## config.mk

```make
export PLATFORM = sky130hd
export DESIGN_NAME = reg_bank
export DESIGN_NICKNAME = d
export VERILOG_FILES = /design/src/rtl/regbank_pkg.sv /design/src/rtl/regbank_rdport.sv /design/src/rtl/reg_bank.sv
export SDC_FILE = /design/constraint.sdc
export NUM_CORES = 1
export LEC_CHECK = 0
export CAP_MARGIN = 20
export CELL_PAD_IN_SITES_DETAIL_PLACEMENT = 2
export CELL_PAD_IN_SITES_GLOBAL_PLACEMENT = 2
export CORE_ASPECT_RATIO = 1.75
export CORE_UTILIZATION = 35
export DETAILED_ROUTE_END_ITERATION = 10
export PLACE_DENSITY = 0.78
export SYNTH_ARGS = -nofsm -noshare
export SYNTH_HDL_FRONTEND = slang
export SYNTH_SLANG_ARGS = --single-unit
export TNS_END_PERCENT = 10
```

## constraint.sdc

```tcl
create_clock -name clk -period 1.9 [get_ports clk]
set_clock_uncertainty 0.15 [all_clocks]
set_input_delay 0.38 -clock clk [delete_from_list [all_inputs] [get_ports clk]]
set_output_delay 0.38 -clock clk [all_outputs]
set_load 0.1 [all_outputs]
```

## src/rtl/regbank_pkg.sv

```systemverilog
// rtl/regbank_pkg.sv - shared widths and word/address types for the register bank
package regbank_pkg;
  localparam int DATA_W = 9;
  localparam int ADDR_W = 4;

  typedef logic [DATA_W-1:0] word_t;
  typedef logic [ADDR_W-1:0] addr_t;
endpackage

```

## src/rtl/regbank_rdport.sv

```systemverilog
// rtl/regbank_rdport.sv - combinational read mux selecting one word from the bank
module regbank_rdport #(
  parameter int DATA_W = regbank_pkg::DATA_W,
  parameter int ADDR_W = regbank_pkg::ADDR_W
) (
  input  logic [DATA_W-1:0] regs [2**ADDR_W],
  input  logic [ADDR_W-1:0] addr,
  output logic [DATA_W-1:0] data
);
  assign data = regs[addr];
endmodule

```

## src/rtl/reg_bank.sv

```systemverilog
// rtl/reg_bank.sv - 16 x 9 register file, one synchronous write port, two async read ports
module reg_bank #(
  parameter int DATA_W = regbank_pkg::DATA_W,
  parameter int ADDR_W = regbank_pkg::ADDR_W
) (
  output logic [DATA_W-1:0] dsr1,
  output logic [DATA_W-1:0] dsr2,
  input  logic [ADDR_W-1:0] sr1,
  input  logic [ADDR_W-1:0] sr2,
  input  logic              write,
  input  logic [ADDR_W-1:0] dr,
  input  logic [DATA_W-1:0] din,
  input  logic              clk,
  input  logic              rst
);
  localparam int DEPTH = 2**ADDR_W;

  logic [DATA_W-1:0] regs [DEPTH];

  // Reset wins over a same-edge write; no bypass, so reads see the old word until the edge.
  always_ff @(posedge clk) begin
    if (rst) begin
      for (int i = 0; i < DEPTH; i++) regs[i] <= '0;
    end else if (write) begin
      regs[dr] <= din;
    end
  end

  regbank_rdport #(.DATA_W(DATA_W), .ADDR_W(ADDR_W)) u_rd1 (
    .regs (regs),
    .addr (sr1),
    .data (dsr1)
  );

  regbank_rdport #(.DATA_W(DATA_W), .ADDR_W(ADDR_W)) u_rd2 (
    .regs (regs),
    .addr (sr2),
    .data (dsr2)
  );
endmodule

```

==> results of run 1 <==
area by class of cell:
cell class	count	area [um^2]	share of cell area
Multi-Input combinational cell	590	4700	0.445
Sequential cell	144	2910	0.276
Timing Repair Buffer	142	1960	0.186
Clock buffer	24	512	0.0485
Tap cell	296	370	0.0351
Clock inverter	8	101	0.00960
power by group through the flow:
| stage | clock network, mW | registers (mW) | logic (mW) |
|---|---|---|---|
| 6_report | 3.59 | 3.10 | 1.19 |
| 5_1_grt | 3.72 | 3.10 | 1.22 |
| 4_1_cts | 3.57 | 3.09 | 1.15 |
| 3_5_place_dp | 0 | 3.16 | 1.09 |
| 3_3_place_gp | 0 | 3.15 | 1.05 |
| 2_1_floorplan | 0 | 3.14 | 0.600 |
cells by family after synthesis:
logic type	synth area share
simple gates	0.128
flops	0.360
compound gates	0.214
mux	0.221
buf+inv	0.0768
routing by layer:
metal,global-route usage,share of wire
met1,0.404,0.34
met2,0.615,0.52
met3,0.0729,0.072
met4,0.262,0.071
met5,0,0
cells in the final DEF, fill, tap and decap left out, drive strengths merged, types with 2 or more instances in the layout:
cell type / synthesis / layout
a21oi: 144 / 144
a22oi: 36 / 36
and2: 3 / 3
and3: 2 / 2
and3b: 4 / 4
buf: 50 / 123
bufinv: 0 / 2
clkbuf: 64 / 24
clkdlybuf4s50: 0 / 17
clkinv: 0 / 3
clkinvlp: 0 / 3
dfxtp: 144 / 144
mux4: 72 / 72
nand2: 19 / 19
nand2b: 2 / 2
nand3: 146 / 146
nand3b: 4 / 4
nor2: 3 / 3
nor2b: 6 / 6
nor3b: 2 / 2
o21ai: 144 / 144
or3b: 2 / 2
worst paths after layout:
kind / from / end / cells past startpoint
max reg2reg: regs[47] / regs[47] / 4
max: regs[45] / dsr1[0] / 4
min reg2reg: regs[111] / regs[111] / 2
min: rst / regs[42] / 3
worst register-to-register path, stage by stage, from the launching register on:
cell and delay [ns]:
dfxtp_2 0.34, buf_6 0.11, buf_4 0.12, o21ai_0 0.09, a21oi_1 0.12
what timing repair did:
action                                  CTS  global route
setup buffers                             2             5
cloned                                    3             0
endpoints found under the setup margin   19            23
gates resized for setup                  36            18
pin swaps                                22             9
==> metrics.yaml, run 1 <==
layout:
  syn_to_final_growth_pct: 32.0
  fin_nets: 919
  final_util: 0.475
  fin_area_um2: 10600
  largest_reg_flops: 144
  largestRegisters: "regs x144"
  final_cells: 1204
  fill_cells: 2261
  top_register: "regs"
  drive_gt1_frac: 0.341
  diodes: 0
sta:
  worst_pin_slew_ns: 0.492
  slew_headroom: 0.672
  rsz0062_at_grt: "true"
  final_max_slew_viol_count: 0
  period_share: 1.31
  setup_viol: 18
  finalWorstSetupSlack_ns: -0.588
  worst_hold_slack_ns: 0.274
  clock.fmax_mhz: 402
  finalHoldViolCount: 0
  setup-tns-final_ns: -9.04
  period_needed_ns: 2.49
detailed_routing:
  vias_per_cell: 6.93
  drc: 0
  wl_per_cell_um: 34.2
  drt_wl_total_mm: 41.1
  drt_iter0_drc: 678
  drt-pass1-iter-count: 5
  num_vias: 8349
  ant_nets: 0
placement:
  placed_cells: 1162
  portBuffers: 41
  hpwl_mm: 24.4
  detailedPlace.worstSlack_ns: -0.569
  place_congestion: 0.813
  dpl_cell_area_um2: 9710
yosys:
  avgSynthCellArea_um2: 9.43
  syn-instance-count: 848
  synth-edff-count: 0
  synthTopCellsByArea: "dfxtp_1 36%, mux4_1 12%, mux4_2 9.6%"
  synth_nets: 872
  synth_seq_area_share: 0.360
  yosys_most_used_dff: "dfxtp_1"
  synthArstFlopShare: 0
  synth_top_area_cell: "dfxtp_1"
  yosys_warnings: 0
  synth_commonest_cells: "146 x nand3_1, 144 x a21oi_1, 144 x dfxtp_1"
  ys_ff_latch: 144
  synth_area_um2: 8000
  yosys.cell_count.top_type: "nand3_1"
  synth_cell_types: 28
  yosysTopAreaCellShare: 0.360
worst_setup_path:
  cp.arrival_ns: 1.96
  crit_slowest_cell: "mux4_2"
  timing.critical_path.buf_inv: 1
  setup.worst_path.start_class: "flop"
  endpoint_kind: "output pin"
  cp_max_fo: 3
  critPathMaxStageDelay_ns: 0.53
  critPathKind: "reg -> out"
  path_delay_family: "multiplexers"
  rrSetupSlack_ns: 0.83
  path_cells: "mux4_2 > a22oi_2 > nand2_4 > buf_12"
  cp.required_ns: 1.37
clock_tree:
  clkLatencyLatePin_ns: 0.44
  clk_pin_slew_worst_paths_ns: 0.07
  cts_root_buffer: "clkbuf_16"
  clock_sinks: 144
  cts_made_buffers: 17
  h-tree-depth: 4
  cts_hold_buf: 0
  cts_tree: "done"
  cts_max_path_buffers: 2
pwr:
  peakVddDrop_uv: 693
  p_per_area_nw_per_um2: 746
  p_leak_nw: 3.50
  swShare: 0.281
  clkPwrFrac: 0.455
  p_total_mw: 7.88
  p_switching_mw: 2.21
  comb_power_share: 0.152
  internal_power_mw: 5.67
  pwr-share-seq: 0.393
die:
  die_y_um: 202
  placementRows: 72
  dieWidth_um: 116
  io_pins: 42
  core_um2: 22300
  dieArea_um2: 23500
  initial_core_util: 0.360
global_routing:
  grt_pass1_vias: 9409
  grt_start_max_net_pins: 90
  overflow: 0
  antenna_found_initial: 0
  grt_first_pass_wirelength_mm: 61.9
  grt_usage: 0.366
worst_hold_path:
  min-delay-path-class: "in -> reg"
run_status:
  outcome: "finished, violations left"
  violations: "negative setup slack"
job:
  maxCapViolations: 0
Note: power is estimated with default switching activity, not from simulation.
==> run 2: changes to the inputs <==
CELL_PAD_IN_SITES_DETAIL_PLACEMENT = 1   (was 2)
CORE_UTILIZATION = 38   (was 35)
PLACE_DENSITY = 0.79   (was 0.78)
SLEW_MARGIN = 5   (was unset)
SYNTH_HIERARCHICAL = 1   (was unset)
==> run 2 against run 1 <==
Net effect:
- the run ends with design-rule violations, negative setup slack left
- clock-buffer cell count decreased by 3
- global-route usage decreased by 13 points
- largest cell class unchanged
- critical endpoint is now dsr2[1]
- combinational power decreased by 26%
- via count decreased by 31%
==> metrics.yaml, run 2 <==
yosys:
  yosys_most_used_dff: "dfxtp_1"
  synth_seq_area_share: 0.361
  synth_cell_types: 26
  yosys_warnings: 6
  synthArstFlopShare: 0
  yosys.cell_count.top_type: "nand2b_1"
  synthTopCellsByArea: "dfxtp_1 36%, mux2i_1 18%, nand2b_1 12%"
  syn-instance-count: 668
  synth-edff-count: 0
  synth_top_area_cell: "dfxtp_1"
  synth_area_um2: 7980
  synth_commonest_cells: "153 x nand2b_1, 144 x dfxtp_1, 144 x mux2i_1"
  avgSynthCellArea_um2: 11.9
  yosysTopAreaCellShare: 0.361
  synth_nets: 692
  ys_ff_latch: 144
layout:
  final_cell_mix: "153 x nand2b_1, 144 x mux2i_1, 125 x dfxtp_1"
  largest_reg_flops: 144
  diodes: 0
  syn_to_final_growth_pct: 29.9
  top_register: "regs"
  largestRegisters: "regs x144"
  layout_commonest_cell: "nand2b_1"
  fin_area_um2: 10400
  fill_cells: 2045
  final_util: 0.507
  fin_nets: 764
  seqCellArea_um2: 2910
  drive_gt1_frac: 0.384
  multi_input_area_um2: 4890
clock_tree:
  h-tree-depth: 4
  clkLatencyLatePin_ns: 0.41
  cts_made_buffers: 17
  clk_pin_slew_worst_paths_ns: 0.06
  cts_root_buffer: "clkbuf_16"
  cts_max_path_buffers: 2
  clock_sinks: 144
  cts_tree: "done"
  cts_hold_buf: 0
sta:
  clock.fmax_mhz: 433
  finalHoldViolCount: 0
  period_needed_ns: 2.31
  worst_hold_slack_ns: 0.338
  rsz0062_at_grt: "true"
  finalWorstSetupSlack_ns: -0.411
  slew_headroom: 0.736
  final_max_slew_viol_count: 0
  worst_pin_slew_ns: 0.396
  setup_viol: 18
  period_share: 1.22
placement:
  portBuffers: 41
  dpl_cell_area_um2: 9620
  hpwl_mm: 16.7
  place_congestion: 0.788
die:
  dieWidth_um: 112
  io_pins: 42
  die_y_um: 194
  initial_core_util: 0.390
  placementRows: 69
  core_um2: 20500
  dieArea_um2: 21600
pwr:
  p_leak_nw: 4.54
  p_per_area_nw_per_um2: 707
  p_switching_mw: 1.82
  comb_power_share: 0.120
  pwr-share-seq: 0.422
  internal_power_mw: 5.51
  clkPwrFrac: 0.459
  p_total_mw: 7.33
  swShare: 0.248
  peakVddDrop_uv: 417
worst_hold_path:
  min-delay-path-class: "reg -> reg"
global_routing:
  grt_usage: 0.241
  antenna_found_initial: 0
  grt_pass1_vias: 6353
  overflow: 0
  grt_start_max_net_pins: 56
  grt_first_pass_wirelength_mm: 38.6
run_status:
  outcome: "finished, violations left"
  violations: "design-rule violations, negative setup slack"
worst_setup_path:
  path_delay_family: "multiplexers"
  cp_max_fo: 3
  cp.required_ns: 1.37
  path_cells: "mux4_2 > a22oi_2 > nand2_4 > buf_12"
  setup.worst_path.start_class: "flop"
  critPathKind: "reg -> out"
  endpoint_kind: "output pin"
  timing.critical_path.buf_inv: 1
  cp.arrival_ns: 1.78
  critPathMaxStageDelay_ns: 0.48
  crit_slowest_cell: "mux4_2"
detailed_routing:
  drt_iter0_drc: 182
  ant_nets: 0
  drt_wl_total_mm: 24.8
  num_vias: 5743
  drc: 2
  wl_per_cell_um: 24.8
  drt-pass1-iter-count: 7
  vias_per_cell: 5.74
job:
  maxCapViolations: 0
==> run 2: worst reg2reg max path, delay by kind of cell (launching register included) <==
kind / cells / cell delay [ns]
flops: 1 / 0.36
mux: 1 / 0.20
simple gates: 1 / 0.11
==> run 2: layer usage <==
layer  GRT usage  vias to the layer above  wire length, um
met5           0                        -                0
met4       0.136                        0             1090
met3      0.0275                       55              696
met2       0.442                      139            13600
met1       0.267                     2993             9320
li1            -                     2556                -
==> run 2: what timing repair did <==
item / CTS / global route
resized for setup: 45 / 0
buffers inserted: 4 / 0
pin swaps: 28 / 6
cloned: 4 / 0
endpoints found under the setup margin: 18 / 18
==> run 2: stage by stage <==
step / TNS, ns / instances / worst slack, ns
finish: -6.72 / 1000 / -0.411
global route: -7.52 / 1000 / -0.460
CTS: -7.00 / 1000 / -0.441
detailed placement: -16.88 / 961 / -0.572
global placement: -11.12 / 961 / -0.559
floorplan: -3.54 / 668 / -0.215
==> run 2: cell type report <==
type,instances,share of cell area
multi-input cells,456,0.472
flip-flops and latches,144,0.280
repair buffers,121,0.162
clock buffers,21,0.0454
well taps,248,0.0299
clock inverters,10,0.0107
==> run 2: power groups by stage <==
stage,clock network [mW],logic [mW],registers [mW]
5_1_grt,3.55,0.914,3.09
3_3_place_gp,0,0.813,3.15
2_1_floorplan,0,0.515,3.14
4_1_cts,3.41,0.882,3.09
6_report,3.36,0.876,3.09
3_5_place_dp,0,0.828,3.16
==> run 2: path summary, 6_finish.rpt <==
kind / cells after the start / from / end / slack [ns]
setup reg to reg: 2 / regs[35] / regs[35] / 1.00
hold reg to reg: 2 / regs[71] / regs[71] / 0.34
setup / recovery: 4 / regs[109] / dsr2[1] / -0.41
hold / removal: 2 / regs[71] / regs[71] / 0.34
==> run 2: cell families (layout without fill, tap and decap cells) <==
logic type / count (synthesis) / in the layout / synth area share
buf+inv: 68 / 152 / 0.0530
simple gates: 204 / 204 / 0.154
mux: 216 / 216 / 0.398
compound gates: 36 / 36 / 0.0339
flops: 144 / 144 / 0.361
==> run 3: changes to the inputs <==
ABC_AREA = 1   (was unset)
CORE_UTILIZATION = 29   (was 38)
PLACE_DENSITY = 0.82   (was 0.79)
SLEW_MARGIN = 25   (was 5)
==> run 3 against run 2 <==
Net effect:
- the flow still finishes with violations (design-rule violations, negative setup slack)
- design area up 29%
- clock power up 12%
- cell count up 120%
- synthesized cell count rose to 2.6 times the previous value
- maximum frequency up 11%
- global-route usage up 4.1 points
- die area up 55%
- first-iteration DRC count rose to 2.7 times the previous value
- sequential share of layout area down 4.8 points
==> metrics.yaml, run 3 <==
placement:
  portBuffers: 41
  place_congestion: 0.936
  hpwl_mm: 33.2
detailed_routing:
  num_vias: 10982
  vias_per_cell: 5.02
  wl_per_cell_um: 21.0
  drt_wl_total_mm: 46.1
  ant_nets: 0
  drc: 5
  drt-pass1-iter-count: 8
  drt_iter0_drc: 497
die:
  dieWidth_um: 139
  dieArea_um2: 33600
  io_pins: 42
  core_um2: 32200
  die_y_um: 242
  placementRows: 87
  initial_core_util: 0.296
yosys:
  synthTopCellsByArea: "dfxtp_1 30%, nand2_1 24%, nand3_1 13%"
  yosys.area_share.simple: 0.524
  synth-compound-area-share: 0
  synth-edff-count: 0
  synthArstFlopShare: 0
  yosys.cell_count.top_type: "nand2_1"
  synth_nets: 1738
  synth_top_family_by_area: "simple AND/OR/NAND/NOR gates"
  yosysTopAreaCellShare: 0.303
  ys_ff_latch: 144
  synth_commonest_cells: "609 x nand2_1, 289 x nor2_1, 258 x inv_1"
  yosys_most_used_dff: "dfxtp_1"
  synth_seq_area_share: 0.303
  syn-instance-count: 1714
  synth_area_um2: 9520
  avgSynthCellArea_um2: 5.56
  yosys_warnings: 6
  synth_top_area_cell: "dfxtp_1"
  synth-adder-area-share: 0
  synthMuxAreaShare: 0
  synth_cell_types: 18
  synth-xor-area-share: 0
clock_tree:
  h-tree-depth: 4
  cts_root_buffer: "clkbuf_16"
  cts_max_path_buffers: 2
  cts_made_buffers: 17
  clk_pin_slew_worst_paths_ns: 0.06
  cts_hold_buf: 0
  clock_sinks: 144
  clkLatencyLatePin_ns: 0.45
  cts_tree: "done"
pwr:
  p_leak_nw: 5.95
  p_per_area_nw_per_um2: 680
  peakVddDrop_uv: 588
layout:
  syn_to_final_growth_pct: 40.5
  top_register: "regs"
  diodes: 0
  final_cell_mix: "544 x nand2_1, 289 x nor2_1, 247 x inv_1"
  layout_commonest_cell: "nand2_1"
  fin_nets: 1801
  fill_cells: 4167
  largestRegisters: "regs x144"
  drive_gt1_frac: 0.316
  largest_reg_flops: 144
sta:
  final_max_slew_viol_count: 0
  finalHoldViolCount: 0
  period_share: 1.09
  clock.fmax_mhz: 481
  setup-tns-final_ns: -2.64
  slew_headroom: 0.726
  setup_viol: 18
  rsz0062_at_grt: "true"
  worst_hold_slack_ns: 0.327
  worst_pin_slew_ns: 0.410
  period_needed_ns: 2.08
  finalWorstSetupSlack_ns: -0.177
worst_setup_path:
  rrSetupSlack_ns: 0.99
  endpoint_kind: "output pin"
  cp.required_ns: 1.37
  r2r_start: "regs[115]"
  cp_max_fo: 7
  critPathKind: "in -> out"
  cp.arrival_ns: 1.55
  setup.worst_path.start_class: "input pin"
  r2r-end: "regs[115]"
  ff2ff_path_depth: 5
job:
  maxCapViolations: 0
global_routing:
  grt_usage: 0.282
  antenna_found_initial: 0
  grt_pass1_vias: 11439
  grt_first_pass_wirelength_mm: 70.2
  grt_start_max_net_pins: 69
  overflow: 0
worst_hold_path:
  hold-path-cell-count: 2
  min_from: "regs[44]"
  worst_hold_path.endpoint: "regs[44]"
  min-delay-path-class: "reg -> reg"
run_status:
  outcome: "finished, violations left"
  violations: "design-rule violations, negative setup slack"
==> run 3: cell types whose count changed after synthesis, sizes merged, moves of 45 or more <==
cell and delta:
nand2 +579, nor2 +305, inv +268, nand3 +245, nand2b -153, mux2i -144, mux4 -72, buf +45
==> run 3: per-layer routing <==
metal	track usage	share of wire
met1	0.306	0.39
met2	0.505	0.51
met3	0.0364	0.030
met4	0.199	0.069
met5	0	0
==> run 3: worst max path at each step <==
stage | start | to | cells after the start
global placement | sr1[2] | dsr1[8] | 6
global route | regs[92] | dsr1[2] | 7
finish | sr1[1] | dsr1[3] | 9
detailed placement | sr1[2] | dsr1[8] | 6
floorplan | sr1[1] | dsr1[7] | 7
CTS | regs[30] | dsr2[3] | 7
==> run 3: timing repair <==
action                                  4_1_cts  5_1_grt
gates resized for setup                     288      147
endpoints found under the setup margin       18       29
cloned                                        4        0
buffers inserted                              3        5
pin swaps                                    59       72
endpoints found under the hold margin         0        0
==> run 3: final cells by class <==
type,instances,area (um^2),area share
timing repair buffer,142,1980,0.148
multi-input combinational,1202,6100,0.456
inverter,270,1050,0.0788
tap,400,500,0.0374
clock inverter,9,156,0.0117
sequential,144,3110,0.232
clock buffer,21,480,0.0359
==> run 3: critical path, stage by stage <==
cell and delay (ns):
buf_2 0.15, inv_4 0.10, buf_6 0.17, buf_12 0.13, nand3_1 0.11, nand3_1 0.12, nand3_2 0.09, nand2_2 0.10
buf_12 0.18
==> run 3: where the power goes <==
part,switching (mW),internal (mW)
clock network,1.44,2.32
logic,1.44,0.764
registers,0.0639,3.07
total,2.95,6.15
==> run 3: kinds of logic after synthesis <==
family	Yosys count
buffers and inverters	368
DFF	144
and+or+nand+nor	1202
==> run 3: stage by stage <==
stage               instance area, um^2  setup slack [ns]  std cells  utilization  total power [mW]
floorplan                          9560            -0.243       1714            -              4.32
global placement                  11200            -0.411       2146        0.347              5.12
detailed placement                11200            -0.459       2146        0.347              5.14
CTS                               12900            -0.172       2183        0.399              9.08
global route                      13400            -0.213       2188        0.415              9.40
finish                            13400            -0.177       2188        0.415              9.10
